==> config.mk <==
export PLATFORM = sky130hd
export DESIGN_NAME = baby_serial_sub_seq_flat
export DESIGN_NICKNAME = d
export VERILOG_FILES = /design/src/rtl/baby_serial_sub_seq_if.sv /design/src/rtl/baby_serial_sub_seq.sv /design/src/flat_wrapper.sv
export SDC_FILE = /design/constraint.sdc
export NUM_CORES = 1
export LEC_CHECK = 0
export BUFFER_PORTS_ARGS = -buffer_cell sky130_fd_sc_hd__buf_2
export CAP_MARGIN = 15
export CORE_MARGIN = 10
export CORE_UTILIZATION = 59
export DETAILED_ROUTE_END_ITERATION = 16
export GPL_ROUTABILITY_DRIVEN = 0
export PLACE_DENSITY = 0.95
export SLEW_MARGIN = 0
export SYNTH_ARGS = -nofsm -noshare
export SYNTH_HDL_FRONTEND = slang
export SYNTH_SLANG_ARGS = --single-unit
==> constraint.sdc <==
create_clock -name clk -period 5.2 [get_ports clk]
set_input_delay 0.26 -clock clk [delete_from_list [all_inputs] [get_ports clk]]
set_output_delay 0.26 -clock clk [all_outputs]
set_load 0.01 [all_outputs]
==> src/rtl/baby_serial_sub_seq_if.sv <==
// -----------------------------------------------------------------------------
// baby_serial_sub_seq_if
// Request/result bundle between the Baby control unit and the bit-serial
// subtract sequencer.
//
//   start  : request strobe (control unit -> sequencer)
//   op     : 0 = SUB (a - b), 1 = LDN (0 - b)
//   a, b   : minuend / subtrahend, captured when the request is accepted
//   busy   : sequencer is stepping bits
//   done   : one-cycle completion pulse, result valid
//   result : last completed difference
//   neg    : sign bit of result
//   zero   : result == 0
//   sbit   : difference bit produced this cycle (meaningful while busy)
//   borrow : final borrow of last operation (only with BORROW_OUT_EN)
//
// Modports: master = requester (control unit / bench), slave = sequencer.
// -----------------------------------------------------------------------------
interface baby_serial_sub_seq_if #(
    parameter int WIDTH = 32
);
    logic             start;
    logic             op;
    logic [WIDTH-1:0] a;
    logic [WIDTH-1:0] b;
    logic             busy;
    logic             done;
    logic [WIDTH-1:0] result;
    logic             neg;
    logic             zero;
    logic             sbit;
`ifdef BORROW_OUT_EN
    logic             borrow;

    modport master (
        output start, op, a, b,
        input  busy, done, result, neg, zero, sbit, borrow
    );

    modport slave (
        input  start, op, a, b,
        output busy, done, result, neg, zero, sbit, borrow
    );
`else
    modport master (
        output start, op, a, b,
        input  busy, done, result, neg, zero, sbit
    );

    modport slave (
        input  start, op, a, b,
        output busy, done, result, neg, zero, sbit
    );
`endif
endinterface

==> src/rtl/baby_serial_sub_seq.sv <==
// -----------------------------------------------------------------------------
// baby_serial_sub_seq
// Bit-serial subtract sequencer for the Baby arithmetic unit. Operands are
// captured on an accepted start, then stepped LSB-first through one
// full-subtractor bit per clock with the borrow held in a flip-flop. After
// WIDTH bits the parallel result, sign and zero flags are published together
// with a one-cycle done pulse.
//
// Ports:
//   clk   : system clock, rising edge
//   reset : synchronous, active-high; dominates a simultaneous start
//   bus   : baby_serial_sub_seq_if.slave (start/op/a/b in,
//           busy/done/result/neg/zero/sbit[/borrow] out)
//
// Optional feature macro: BORROW_OUT_EN -- adds the registered final-borrow
// output (1 when unsigned a < b for SUB, or b != 0 for LDN).
// -----------------------------------------------------------------------------
module baby_serial_sub_seq #(
    parameter int WIDTH = 32,
    parameter int CNT_W = $clog2(WIDTH)
) (
    input logic                 clk,
    input logic                 reset,
    baby_serial_sub_seq_if.slave bus
);

    typedef enum logic [1:0] {
        ST_IDLE  = 2'd0,
        ST_SHIFT = 2'd1,
        ST_DONE  = 2'd2
    } state_t;

    state_t           state, state_nxt;
    logic             accept;
    logic             last_bit;
    logic [CNT_W-1:0] cnt;
    logic             brw;
    logic             brw_nxt;
    logic             d_bit;
    logic [WIDTH-1:0] sa;
    logic [WIDTH-1:0] sb;
    logic [WIDTH-1:0] sr;
    logic [WIDTH-1:0] sr_nxt;
    logic [WIDTH-1:0] result_q;
    logic             neg_q;
    logic             zero_q;
`ifdef BORROW_OUT_EN
    logic             borrow_q;
`endif

    function automatic logic sub_diff(input logic a_bit, input logic b_bit,
                                      input logic b_in);
        return a_bit ^ b_bit ^ b_in;
    endfunction

    function automatic logic sub_borrow(input logic a_bit, input logic b_bit,
                                        input logic b_in);
        return (~a_bit & b_bit) | (~(a_bit ^ b_bit) & b_in);
    endfunction

    // Current bit slice: the full subtractor looks at the LSBs of the
    // operand shift registers and the stored borrow.
    assign d_bit    = sub_diff(sa[0], sb[0], brw);
    assign brw_nxt  = sub_borrow(sa[0], sb[0], brw);
    assign sr_nxt   = {d_bit, sr[WIDTH-1:1]};
    assign last_bit = (cnt == CNT_W'(WIDTH - 1));

    always_ff @(posedge clk) begin
        if (reset) begin
            state <= ST_IDLE;
        end else begin
            state <= state_nxt;
        end
    end

    always_comb begin
        state_nxt = state;
        accept    = 1'b0;
        case (state)
            ST_IDLE: begin
                if (bus.start) begin
                    accept    = 1'b1;
                    state_nxt = ST_SHIFT;
                end
            end
            ST_SHIFT: begin
                // start is deliberately not looked at here: no queueing
                if (last_bit) begin
                    state_nxt = ST_DONE;
                end
            end
            ST_DONE: begin
                if (bus.start) begin
                    accept    = 1'b1;
                    state_nxt = ST_SHIFT;
                end else begin
                    state_nxt = ST_IDLE;
                end
            end
            default: begin
                state_nxt = ST_IDLE;
            end
        endcase
    end

    // Control state: bit counter, borrow flip-flop and published flags.
    always_ff @(posedge clk) begin
        if (reset) begin
            cnt      <= '0;
            brw      <= 1'b0;
            result_q <= '0;
            neg_q    <= 1'b0;
            zero_q   <= 1'b1;
`ifdef BORROW_OUT_EN
            borrow_q <= 1'b0;
`endif
        end else if (accept) begin
            cnt <= '0;
            brw <= 1'b0;
        end else if (state == ST_SHIFT) begin
            cnt <= cnt + CNT_W'(1);
            brw <= brw_nxt;
            if (last_bit) begin
                result_q <= sr_nxt;
                neg_q    <= sr_nxt[WIDTH-1];
                zero_q   <= (sr_nxt == '0);
`ifdef BORROW_OUT_EN
                borrow_q <= brw_nxt;
`endif
            end
        end
    end

    // Data shift registers carry no reset: every bit is rewritten by the
    // next accepted operation before it is observed.
    always_ff @(posedge clk) begin
        if (accept) begin
            sa <= bus.op ? '0 : bus.a;
            sb <= bus.b;
        end else if (state == ST_SHIFT) begin
            sa <= {1'b0, sa[WIDTH-1:1]};
            sb <= {1'b0, sb[WIDTH-1:1]};
            sr <= sr_nxt;
        end
    end

    assign bus.busy   = (state == ST_SHIFT);
    assign bus.done   = (state == ST_DONE);
    assign bus.sbit   = (state == ST_SHIFT) ? d_bit : 1'b0;
    assign bus.result = result_q;
    assign bus.neg    = neg_q;
    assign bus.zero   = zero_q;
`ifdef BORROW_OUT_EN
    assign bus.borrow = borrow_q;
`endif

endmodule

==> src/flat_wrapper.sv <==
// flat-port wrapper written by rule: the top's interface ports become plain ports
module baby_serial_sub_seq_flat 
#(
    parameter int WIDTH = 32,
    parameter int CNT_W = $clog2(WIDTH)
)
  (clk, reset, bus_start, bus_op, bus_a, bus_b, bus_busy, bus_done, bus_result, bus_neg, bus_zero, bus_sbit);
  baby_serial_sub_seq_if #(.WIDTH(WIDTH)) bus_i ();
  input logic clk;
  input logic reset;
  input wire logic [$bits(bus_i.start)-1:0] bus_start;
  input wire logic [$bits(bus_i.op)-1:0] bus_op;
  input wire logic [$bits(bus_i.a)-1:0] bus_a;
  input wire logic [$bits(bus_i.b)-1:0] bus_b;
  output wire logic [$bits(bus_i.busy)-1:0] bus_busy;
  output wire logic [$bits(bus_i.done)-1:0] bus_done;
  output wire logic [$bits(bus_i.result)-1:0] bus_result;
  output wire logic [$bits(bus_i.neg)-1:0] bus_neg;
  output wire logic [$bits(bus_i.zero)-1:0] bus_zero;
  output wire logic [$bits(bus_i.sbit)-1:0] bus_sbit;
  assign bus_i.start = bus_start;
  assign bus_i.op = bus_op;
  assign bus_i.a = bus_a;
  assign bus_i.b = bus_b;
  assign bus_busy = bus_i.busy;
  assign bus_done = bus_i.done;
  assign bus_result = bus_i.result;
  assign bus_neg = bus_i.neg;
  assign bus_zero = bus_i.zero;
  assign bus_sbit = bus_i.sbit;
  baby_serial_sub_seq #(.WIDTH(WIDTH), .CNT_W(CNT_W)) u_core (.clk(clk), .reset(reset), .bus(bus_i));
endmodule
==> reports/qor.csv <==
metric,value,unit
critical path class,flip-flop to flip-flop,
Die ar.,0.0133,sq mm
Setup TNS,0,ns
"top cells by count, synth","nand2_1, edfxtp_1, dfxtp_1, a21oi_1, nand2b_1",
synthesized cell area,0.00536,sq mm
CTS root buffer,clkbuf_8,
worst reg-to-reg setup slack,2.53,ns
Placed Area,0.00589,sq mm
vias per cell,5.43,
worst hold path type,input pin to flip-flop,
WP data arrival,2.88,ns
Die Wd,115,um
maximum VDD drop,0.320,mV
nets,603,
Worst-Skew Late Latency,0.51,ns
Reg2Reg Depth,3,
CP startpoint kind,flip-flop,
Post-CTS Hold Buffers,0,
"EDFF count, synth",95,
GRT Util Overall,16.8,%
Core Region,0.00881,sq mm
layout cells sized above 1,31.0,%
YS warnings,0,
clock buffer depth,2,
Peak Freq,375,MHz
Chip Height,115,um
maxcap violations,0,
Final Routed Wirelength,11000,um
DR DRC count,0,
final setup fails,0,
Final Cycle Share,51.3,%
hold path start,bus_b[26],
final instance area,0.00647,sq mm
normalized max-slew margin,27.3,%
HPWL after DPL,7320,um
post-CTS setup buffer count,0,
DR vias,3548,
clk sinks,136,
Final min period,2.67,ns
RR Endpoint,u_core.sb[17],
"Reg clk slew, reported paths",0.06,ns
"top cells by area, synth","edfxtp_1, dfxtp_1, nand2_1",
remaining antenna violation count,0,
fin. max-slew vios,0,
CP Capture Type,flip-flop,
"Avg Cell Area, Syn",12.4,sq um
leakage power,2.50,nW
Num CTS Buffers,17,
WHS Endpoint,u_core.sb[26],
maximum fanout along the worst path,98,
Synth Instances,432,
vias in the first global route,3576,
1st-iter DRT viols,247,
fill cell count,570,
antenna violations before repair,0,
largest area contributor in the netlist,edfxtp_1,
first-pass detailed-route iteration total,5,
share of flip-flops with an asynchronous set or reset,0,%
port bufs,104,
share of the synthesized area in the top cell type,53.2,%
synthesized flop and latch total,136,
CTS tree,yes,
DR WL/cell,16.8,um
syn_nets,503,
Reg2Reg Launch Point,u_core.state[0],
num rows,34,
Worst Path Required,5.42,ns
clk_skew,0.0149,ns
# IOs,105,
Hold Path Stages,2,
Pwr Density,403,mW/mm^2
first-pass GRT wire length,17700,um
Overflow after GRT,0,
status,"complete, no violations",
Main synth FF type,edfxtp_1,
H-tree depth,4,
Fin. Hold Viols,0,
Initial Utilization,60.9,%
Area Overhead vs Synth,20.7,%
unrepaired setup endpoints after global routing,no,
worst slew pin tran,1.09,ns
most frequent cell after synthesis,nand2_1,
largest net degree at the start of global routing,99,
sequential share of the synthesized area,68.5,%
post-cts sizing count,0,
synth unique cells,33,
antenna diode count,0,
==> metal layers <==
metal,share of wire (%),global-route usage (%)
met5,0,0
met4,1.1,6.59
met3,8.8,6.25
met2,48,25.8
met1,42,21.2
==> worst max-delay path: stages, from the launching register on <==
cell and delay, ns:
dfxtp_1 0.41, nand2b_4 0.78, nand2_2 0.67, buf_4 0.49
==> power breakdown <==
part,internal (W),leakage [nW],total (W),switching (W)
Sequential,0.00127,1.26,0.00131,0.0000334
Combinational,0.0000759,0.970,0.000175,0.0000991
Clock,0.000690,0.270,0.00113,0.000438
==> cells by family after synthesis <==
group                    count (synthesis)  share of synthesized area [%]
AO/OA/AOI/OAI                           71                           6.86
XOR/XNOR                                 2                          0.327
adder cells (fa/ha/maj)                  3                          0.840
buffers and inverters                   30                           3.15
flip-flops                             136                           68.5
multiplexers                            31                           6.51
AND/OR/NAND/NOR                        159                           13.8
==> flip-flops by register name (all words and copies together), names as in the netlist <==
signal and cells:
u_core.bus.result 32, u_core.sa 32, u_core.sb 32, u_core.sr 31, u_core.cnt 5, u_core.state 2, u_core.brw 1, u_core.bus.zero 1
==> through the flow <==
stage | hold WS (ns) | power, W | setup slack, ns | util, % | instances
finish | 0.0357 | 0.00261 | 2.53 | 73.5 | 653
global route | 0.0285 | 0.00270 | 2.24 | 73.5 | 653
CTS | 0.0131 | 0.00263 | 2.47 | 73.3 | 652
detailed placement | 0.447 | 0.00150 | 2.47 | 66.9 | 620
global placement | 0.439 | 0.00149 | 2.59 | 66.9 | 620
floorplan | 0.438 | 0.00144 | 2.62 | - | 432
==> layout by cell type, fill, tap and decap left out, types with 2 or more instances in the layout <==
cell type | Yosys | routed
a21oi_1 | 36 | 36
buf_2 | 9 | 104
buf_4 | 4 | 2
clkbuf_1 | 9 | 3
clkbuf_16 | 0 | 17
clkbuf_8 | 0 | 3
clkinv_4 | 0 | 3
clkinvlp_4 | 0 | 3
dfxtp_1 | 41 | 41
edfxtp_1 | 95 | 95
ha_1 | 2 | 2
inv_1 | 3 | 3
mux2_1 | 2 | 2
mux2_2 | 29 | 29
nand2_1 | 100 | 99
nand2b_1 | 33 | 32
nand2b_4 | 1 | 2
nand3b_1 | 2 | 2
nand4_1 | 2 | 2
nor2_1 | 6 | 6
nor4_1 | 8 | 8
o21ai_0 | 32 | 32
==> layout make-up <==
class / instances / area [sq um] / share of cell area [%]
clock buffer: 23 / 478 / 7.38
clock inverter: 9 / 90.1 / 1.39
inverter: 4 / 15.0 / 0.232
multi-input combinational: 266 / 1530 / 23.7
sequential: 136 / 3670 / 56.7
tap: 108 / 135 / 2.09
timing repair buffer: 107 / 551 / 8.50
==> worst max-delay path by stage <==
stage | from | endpoint | slack, ns | cells past startpoint
detailed placement | u_core.state[0] | u_core.sb[10] | 2.47 | 3
global route | u_core.state[0] | u_core.sa[3] | 2.24 | 3
floorplan | u_core.state[0] | u_core.sa[0] | 2.62 | 4
global placement | u_core.state[0] | u_core.sb[12] | 2.59 | 3
finish | u_core.state[0] | u_core.sb[17] | 2.53 | 3
CTS | u_core.state[0] | u_core.sa[1] | 2.47 | 3
(Power assumes the default switching activity.)
